$ cat src/rtl/seq_det_pkg.sv
// Shared types and elaboration-time helpers for the parametrised serial pattern detector.
package seq_det_pkg;

  localparam int unsigned DEF_PAT_LEN = 4;
  localparam logic [31:0] DEF_PATTERN = 32'b1010;

  typedef enum logic [1:0] {
    ACT_HOLD,
    ACT_CLEAR,
    ACT_STEP,
    ACT_MATCH
  } det_act_e;

  function automatic int unsigned clog2_min1(input int unsigned n);
    int unsigned r;
    r = 0;
    for (int unsigned i = 0; i < 32; i++) begin
      if ((64'd1 << i) < 64'(n)) r = i + 1;
    end
    return (r == 0) ? 1 : r;
  endfunction

  // Longest prefix of pattern, shorter than len, that ends the string
  // (first k pattern bits followed by b); covers both mismatch fallback and post-match overlap.
  function automatic int unsigned kmp_next(input logic [31:0] pattern, input int unsigned len,
                                           input int unsigned k, input logic b);
    logic [31:0] s;
    int unsigned n;
    int unsigned best;
    bit          ok;
    s    = '0;
    n    = k + 1;
    best = 0;
    for (int unsigned i = 0; i < k; i++) s[5'(i)] = pattern[5'(len - 1 - i)];
    s[5'(k)] = b;
    for (int unsigned j = 1; j <= n; j++) begin
      if (j < len) begin
        ok = 1'b1;
        for (int unsigned t = 0; t < j; t++) begin
          if (s[5'(n - j + t)] != pattern[5'(len - 1 - t)]) ok = 1'b0;
        end
        if (ok) best = j;
      end
    end
    return best;
  endfunction

endpackage

$ cat src/rtl/seq_detector_param_sat_counter.sv
// Saturating up-counter with async reset and sync clear; holds at all-ones.
module sat_counter #(
  parameter int unsigned W = 8
) (
  input  logic         clk,
  input  logic         reset,
  input  logic         clr,
  input  logic         inc,
  output logic [W-1:0] count
);

  logic [W-1:0] r_count;

  always_ff @(posedge clk or posedge reset) begin
    if (reset) begin
      r_count <= '0;
    end else if (clr) begin
      r_count <= '0;
    end else if (inc && (r_count != '1)) begin
      r_count <= r_count + 1'b1;
    end
  end

  assign count = r_count;

endmodule

$ cat src/rtl/seq_detector_param.sv
// Parametrised MSB-first serial pattern detector with sample enable, sync clear,
// selectable overlap and Mealy/Moore detect, plus a saturating match counter.
module seq_detector_param
  import seq_det_pkg::*;
#(
  parameter  int unsigned PAT_LEN   = DEF_PAT_LEN,
  parameter  logic [31:0] PATTERN   = DEF_PATTERN,
  parameter  bit          OVERLAP   = 1'b1,
  parameter  bit          MOORE     = 1'b0,
  parameter  int unsigned COUNT_W   = 8,
  localparam int unsigned PAT_LEN_W = clog2_min1(PAT_LEN)
) (
  input  logic                 clk,
  input  logic                 reset,
  input  logic                 en,
  input  logic                 clr,
  input  logic                 in,
  output logic                 detect,
  output logic [COUNT_W-1:0]   match_count,
  output logic [PAT_LEN_W-1:0] partial
);

  localparam logic [PAT_LEN_W-1:0] LAST = PAT_LEN_W'(PAT_LEN - 1);

  if ((PAT_LEN < 2) || (PAT_LEN > 32) || ((PATTERN >> PAT_LEN) != '0)) begin : g_param_check
    $fatal(1, "seq_detector_param: PAT_LEN must be 2..32 and PATTERN must fit in PAT_LEN bits");
  end

  logic [PAT_LEN_W-1:0] w_nxt0 [PAT_LEN];
  logic [PAT_LEN_W-1:0] w_nxt1 [PAT_LEN];

  // Next-prefix tables, one entry per (k, bit), resolved entirely at elaboration.
  for (genvar gk = 0; gk < PAT_LEN; gk++) begin : g_tbl
    localparam int unsigned NXT0 = kmp_next(PATTERN, PAT_LEN, gk, 1'b0);
    localparam int unsigned NXT1 = kmp_next(PATTERN, PAT_LEN, gk, 1'b1);
    assign w_nxt0[gk] = PAT_LEN_W'(NXT0);
    assign w_nxt1[gk] = PAT_LEN_W'(NXT1);
  end

  logic [PAT_LEN_W-1:0] r_k;
  logic                 r_det;
  logic [PAT_LEN_W-1:0] w_k_nxt;
  logic                 w_det_nxt;
  logic [PAT_LEN_W-1:0] w_step;
  logic                 w_match;
  logic                 w_inc;
  det_act_e             w_act;

  assign w_step  = in ? w_nxt1[r_k] : w_nxt0[r_k];
  assign w_match = en & ~clr & (r_k == LAST) & (in == PATTERN[0]);

  always_ff @(posedge clk or posedge reset) begin
    if (reset) begin
      r_k   <= '0;
      r_det <= 1'b0;
    end else begin
      r_k   <= w_k_nxt;
      r_det <= w_det_nxt;
    end
  end

  always_comb begin
    w_act     = ACT_HOLD;
    w_k_nxt   = r_k;
    w_det_nxt = r_det;
    if (clr) begin
      w_act     = ACT_CLEAR;
      w_k_nxt   = '0;
      w_det_nxt = 1'b0;
    end else if (en) begin
      if (w_match) begin
        w_act     = ACT_MATCH;
        w_k_nxt   = OVERLAP ? w_step : '0;
        w_det_nxt = 1'b1;
      end else begin
        w_act     = ACT_STEP;
        w_k_nxt   = w_step;
        w_det_nxt = 1'b0;
      end
    end
  end

  assign w_inc   = (w_act == ACT_MATCH);
  assign detect  = MOORE ? r_det : w_match;
  assign partial = r_k;

  sat_counter #(
    .W(COUNT_W)
  ) u_match_cnt (
    .clk  (clk),
    .reset(reset),
    .clr  (clr),
    .inc  (w_inc),
    .count(match_count)
  );

endmodule

$ cat config.mk
export PLATFORM = sky130hd
export DESIGN_NAME = seq_detector_param
export DESIGN_NICKNAME = d
export VERILOG_FILES = /design/src/rtl/seq_det_pkg.sv /design/src/rtl/seq_detector_param_sat_counter.sv /design/src/rtl/seq_detector_param.sv
export SDC_FILE = /design/constraint.sdc
export NUM_CORES = 1
export LEC_CHECK = 0
export ABC_AREA = 1
export CAP_MARGIN = 20
export CORE_MARGIN = 2
export CORE_UTILIZATION = 41
export DETAILED_ROUTE_END_ITERATION = 12
export PLACE_DENSITY = 0.79
export SYNTH_ARGS = -nofsm -noshare
export SYNTH_HDL_FRONTEND = slang
export SYNTH_SLANG_ARGS = --single-unit
$ cat constraint.sdc
create_clock -name clk -period 1.3 [get_ports clk]
set_input_delay 0.26 -clock clk [delete_from_list [all_inputs] [get_ports clk]]
set_output_delay 0.26 -clock clk [all_outputs]
set_load 0.05 [all_outputs]
---- After elaboration in Yosys (flattened, before gate mapping) ----
Index checks and enable logic that the tools add are counted.
word-level totals
  bits in registers ....................... 10
  input bits .............................. 5
  output and inout bits ................... 11
  logic and storage cells ................. 30
cells by class
  add/sub/neg operators ................... 1
  order comparisons ....................... 1
  eq/ne operators ......................... 3
  multiplexer cells ....................... 14
  bitwise gates (word level) .............. 6
  reductions and logical operators ........ 3
operators by type and width
  kind                                                       number
  2-to-1 mux 2 bit                                           9
  2-to-1 mux 8 bit                                           2
  adder 8 x 1 -> 8 bit (second input constant)               1
  binary-select mux 2 bit (select 2 bit)                     2
  inequality test 8 bit (second input constant)              1
  == test 2 bit (second input constant)                      2
  nonzero test 2 bit                                         2
  bitwise AND 1 bit                                          3
  greater-or-equal comparator 3 bit (second input constant)  1
  inverter 2 -> 3 bit                                        1
  inverter 1 bit                                             2
  logical AND 1 bit                                          1
  2-to-1 mux 1 bit                                           1

---- Logic depth before layout (Yosys ltp) ----
  depth in word-level cells ............... 11
  gate-level depth with buffers ........... 8
  depth with buffers taken out ............ 8

---- Hierarchy ----
Synthesis repeated with hierarchy kept, for this count alone.
second synthesis, totals
  cells, all modules ...................... 88
  area total of the unflattened synthesis .. 624.3 um^2
modules (own cells, without submodules)
  module              times used  cells an instance  area an instance (um^2)  sequential area each (um^2)
  sat_counter         1           69                 506.7                    200.2
  seq_detector_param  1           19                 117.6                    50.0

---- Least setup slack after synthesis ----
OpenSTA, ideal clock, no wires.
  path kind ............................... register to register
  start ................................... reg u_match_cnt.r_count[0], in the netlist u_match_cnt.count[0]
  end ..................................... reg u_match_cnt.r_count[4], in the netlist u_match_cnt.count[4]
  setup time .............................. 0.066 ns
  arrival time ............................ 1.593 ns
  required time ........................... 1.234 ns
  slack ................................... -0.359 ns
  cell stages (with the launch flop) ...... 8
  buffers on the path ..................... 0
  clock period less this slack ............ 1.659 ns
  path through ............................ dfrtp_1 -> ha_1 -> nand3_1 -> nor2_2 -> nor2_4 -> nor2_4 -> nand2_1 -> nand2_1
between the ends
  word-level cells in the longest chain between the ends .. 3
  elaborated cells on any way between the ends .. 6
  those cells by class .................... add/sub (1); eq/ne (1); mux (2); reduce/logical (2)
RTL lines
  element                                                               line                                                                        source
  start, declared                                                       seq_detector_param_sat_counter.sv:12                                        logic [W-1:0] r_count;
  start signal, assigned                                                seq_detector_param_sat_counter.sv:20                                        r_count <= r_count + 1'b1;
  adder 8 x 1 -> 8 bit / inequality test 8 bit (equally long branches)  seq_detector_param_sat_counter.sv:20, seq_detector_param_sat_counter.sv:19
  2-to-1 mux 8 bit / logical AND 1 bit (equally long branches)          seq_detector_param_sat_counter.sv:19                                        end else if (inc && (r_count != '1)) begin
  2-to-1 mux 8 bit / nonzero test 2 bit (equally long branches)         --
Several ways; a longest one is shown, not always the timed one. The select of a mux whose other input is x is not followed.
A chain may end at the register's enable or synchronous reset.

---- Final worst setup path ----
  start ................................... reg r_k[0], in the netlist partial[0]
  end ..................................... out detect
between the ends
  word-level cells in the longest chain between the ends .. 3
RTL lines
  element                         line                      source
  start, declared                 seq_detector_param.sv:40  logic [PAT_LEN_W-1:0] r_k;
  start signal, assigned          seq_detector_param.sv:57  r_k <= w_k_nxt;
  == test 2 bit                   seq_detector_param.sv:50  assign w_match = en & ~clr & (r_k == LAST) & (in == PATTERN[0]);
  bitwise AND 1 bit (2 in a row)  seq_detector_param.sv:50
  end, declared                   seq_detector_param.sv:18  output logic detect,
No other way between the ends.

==> impl_metrics.env <==
export IMPL_cts_tree="yes"
export IMPL_period_share_pct=107
export IMPL_wire_per_inst_um=14.1
export IMPL_crit_fanout=2
export IMPL_slew_viol_final=0
export IMPL_cellPowerDensity_nw_per_um2=620
export IMPL_seq_area_um2=263
export IMPL_status="finished with violations"
export IMPL_multiInputGateArea_um2=375
export IMPL_slew_headroom_pct=73.8
export IMPL_failed_checks="setup timing"
export IMPL_clk_latency_ns=0.27
export IMPL_tightest_slew_ns=0.392
export IMPL_hpwlAfterDp_mm=1.16
export IMPL_drt_iter0_markers=9
export IMPL_drive_above_1_share_pct=46.2
export IMPL_crit_buf_inv=3
export IMPL_finalSetupViolations=1
export IMPL_maxCapViolCount=0
export IMPL_fin_area_um2=1110
export IMPL_rows=13
export IMPL_via_per_inst=5.20
export IMPL_io_pins=16
export IMPL_synth_area_leaders="dfrtp_1, nand2_1, inv_1, nor2_1, nand3_1"
export IMPL_critPathSlowestCell="dfrtp_2"
export IMPL_dp_worst_setup_slack_ns=-0.372
export IMPL_fin_crit_ns=1.40
export IMPL_grt_max_degree=11
export IMPL_vdd_drop_max_mv=0.574
export IMPL_cts_root_buf="clkbuf_4"
export IMPL_cts_inserted_buffers=3
export IMPL_hold_violations=0
export IMPL_final_common_cell="nand2_1"
export IMPL_wl_mm=1.86
export IMPL_synth_seq_cells=10
export IMPL_rsz0062_at_grt="true"
export IMPL_worst_path_largest_cell_delay_ns=0.40
export IMPL_yosys_warnings=0
export IMPL_finalSetupTns_ns=-0.0972
export IMPL_drt_pre_antenna_iters=4
export IMPL_whs_ns=0.259
export IMPL_synth_cells=81
export IMPL_die_h_um=42.3
export IMPL_leakage_nw=0.513
export IMPL_place_area_um2=1000
export IMPL_initial_utilization_pct=45.0
export IMPL_syn_area_um2=601
export IMPL_die_w_um=42.3
export IMPL_cp_end_kind="output pin"
export IMPL_nets=124
export IMPL_cts_sinks=10
export IMPL_synth_top_area_share_pct=41.7
export IMPL_synthesis_nets=87
export IMPL_antenna_found_initial=0
export IMPL_cts_hold_buffers=0
export IMPL_grt_pass1_wl_mm=2.84
export IMPL_placed_cells=121
export IMPL_clk_pin_slew_ns=0.07
export IMPL_arrival_ns=1.14
export IMPL_post_route_util_pct=83.6
export IMPL_crit_family="flip-flops"
export IMPL_grt_pass1_vias=672
export IMPL_area_growth_pct=85.6
export IMPL_io_buffer_count=15
export IMPL_n_fill_cell=70
export IMPL_instances_no_fill=132
export IMPL_path_class="reg -> out"
export IMPL_syn_area_per_cell_um2=7.41
export IMPL_synth_distinct_cells=17
export IMPL_max_freq_mhz=716
export IMPL_clock_path_buffers=2
export IMPL_required_ns=1.04
export IMPL_die_area_um2=1790
export IMPL_overflow=0
export IMPL_skew_ns=0.00881
export IMPL_path_cells="inv_2, nor2_4, nand3_4, clkinvlp_4, buf_12"
export IMPL_p_total_mw=0.691
export IMPL_ys_seq_area_share_pct=41.7
export IMPL_yosys_area_top_type="dfrtp_1"
export IMPL_num_vias=686
export IMPL_detail_route_antenna_nets=0
export IMPL_drc=0
export IMPL_core_area_um2=1330
export IMPL_gp_congestion=0.830
export IMPL_htreeDepth=1
export IMPL_layout_setup_ws_ns=-0.0972
export IMPL_final_cell_mix="nand2_1, buf_4, buf_12"
export IMPL_antenna_cells=0
export IMPL_critPathLaunchType="register"
export IMPL_track_usage_pct=21.5
export IMPL_hp_class="in -> async"
-- logic make-up (layout without fill, tap and decap cells) --
group | count (synthesis) | in the layout | synth area share (%)
simple gates | 52 | 53 | 40.4
buf+inv | 11 | 46 | 6.88
flops | 10 | 10 | 41.7
compound gates | 4 | 4 | 4.58
xor+xnor | 3 | 3 | 4.38
fa+ha+maj | 1 | 1 | 2.08
-- state kept, by name, indices dropped and copies added (netlist names) --
name and count:
u_match_cnt.count 8, partial 2
-- layer usage --
layer  up-vias  global-route usage (%)  share of wire (%)
met3         9                    3.88                5.0
met2        27                    37.2                 53
met1       320                    23.8                 38
met4         0                    13.8                3.5
met5         -                       0                  0
li1        330                       -                  -
-- cells in the mapped netlist --
library cell	number
a22o_1	1
a31oi_1	1
dfrtp_1	10
ha_1	1
inv_1	11
nand2_1	27
nand3_1	6
nand3_2	1
nand3b_1	2
nand4_1	2
nor2_1	9
nor2_2	2
nor2_4	2
nor3_1	1
o21ai_0	1
o21bai_1	1
xor2_1	3
-- area by class of cell --
type | count | area share (%)
repair buffers | 31 | 33.8
clock buffers | 4 | 3.25
well taps | 15 | 1.68
inverters | 11 | 4.04
flip-flops and latches | 10 | 23.6
multi-input cells | 61 | 33.7
-- power breakdown --
group,internal [mW],switching [mW],total (mW)
logic,0.0403,0.0477,0.0880
registers,0.314,0.00258,0.316
clock network,0.170,0.116,0.287
-- path summary, 6_finish.rpt --
| path | start | endpoint | slack, ns | cells after the start |
|---|---|---|---|---|
| min in group clk | en | partial[0]$_DFFE_PP0P_ | 0.54 | 3 |
| worst max-delay path | partial[0]$_DFFE_PP0P_ | detect | -0.1 | 5 |
| worst max register to register | u_match_cnt.count[1]$_DFFE_PP0P_ | u_match_cnt.count[5]$_DFFE_PP0P_ | 0.04 | 7 |
| worst min-delay path | reset | u_match_cnt.count[3]$_DFFE_PP0P_ | 0.26 | 2 |
| worst min register to register | u_match_cnt.count[7]$_DFFE_PP0P_ | u_match_cnt.count[7]$_DFFE_PP0P_ | 0.62 | 3 |
| max in group asynchronous | reset | partial[1]$_DFFE_PP0P_ | 0.73 | 2 |
-- timing repair --
action / CTS / global route
pin swaps: 4 / 6
resized for setup: 4 / 4
endpoints found under the setup margin: 9 / 9
setup buffers: 3 / 3
gates cloned: 1 / 0
-- worst reg2reg max path, cell delays in order, from the launching register on --
cell,delay (ns)
dfrtp_2,0.39
ha_4,0.16
nand3_4,0.09
nor2_4,0.16
nor2_4,0.08
nor2_4,0.16
nand2_1,0.07
nand2_1,0.07
No activity file was read; power rests on OpenSTA's default activity.
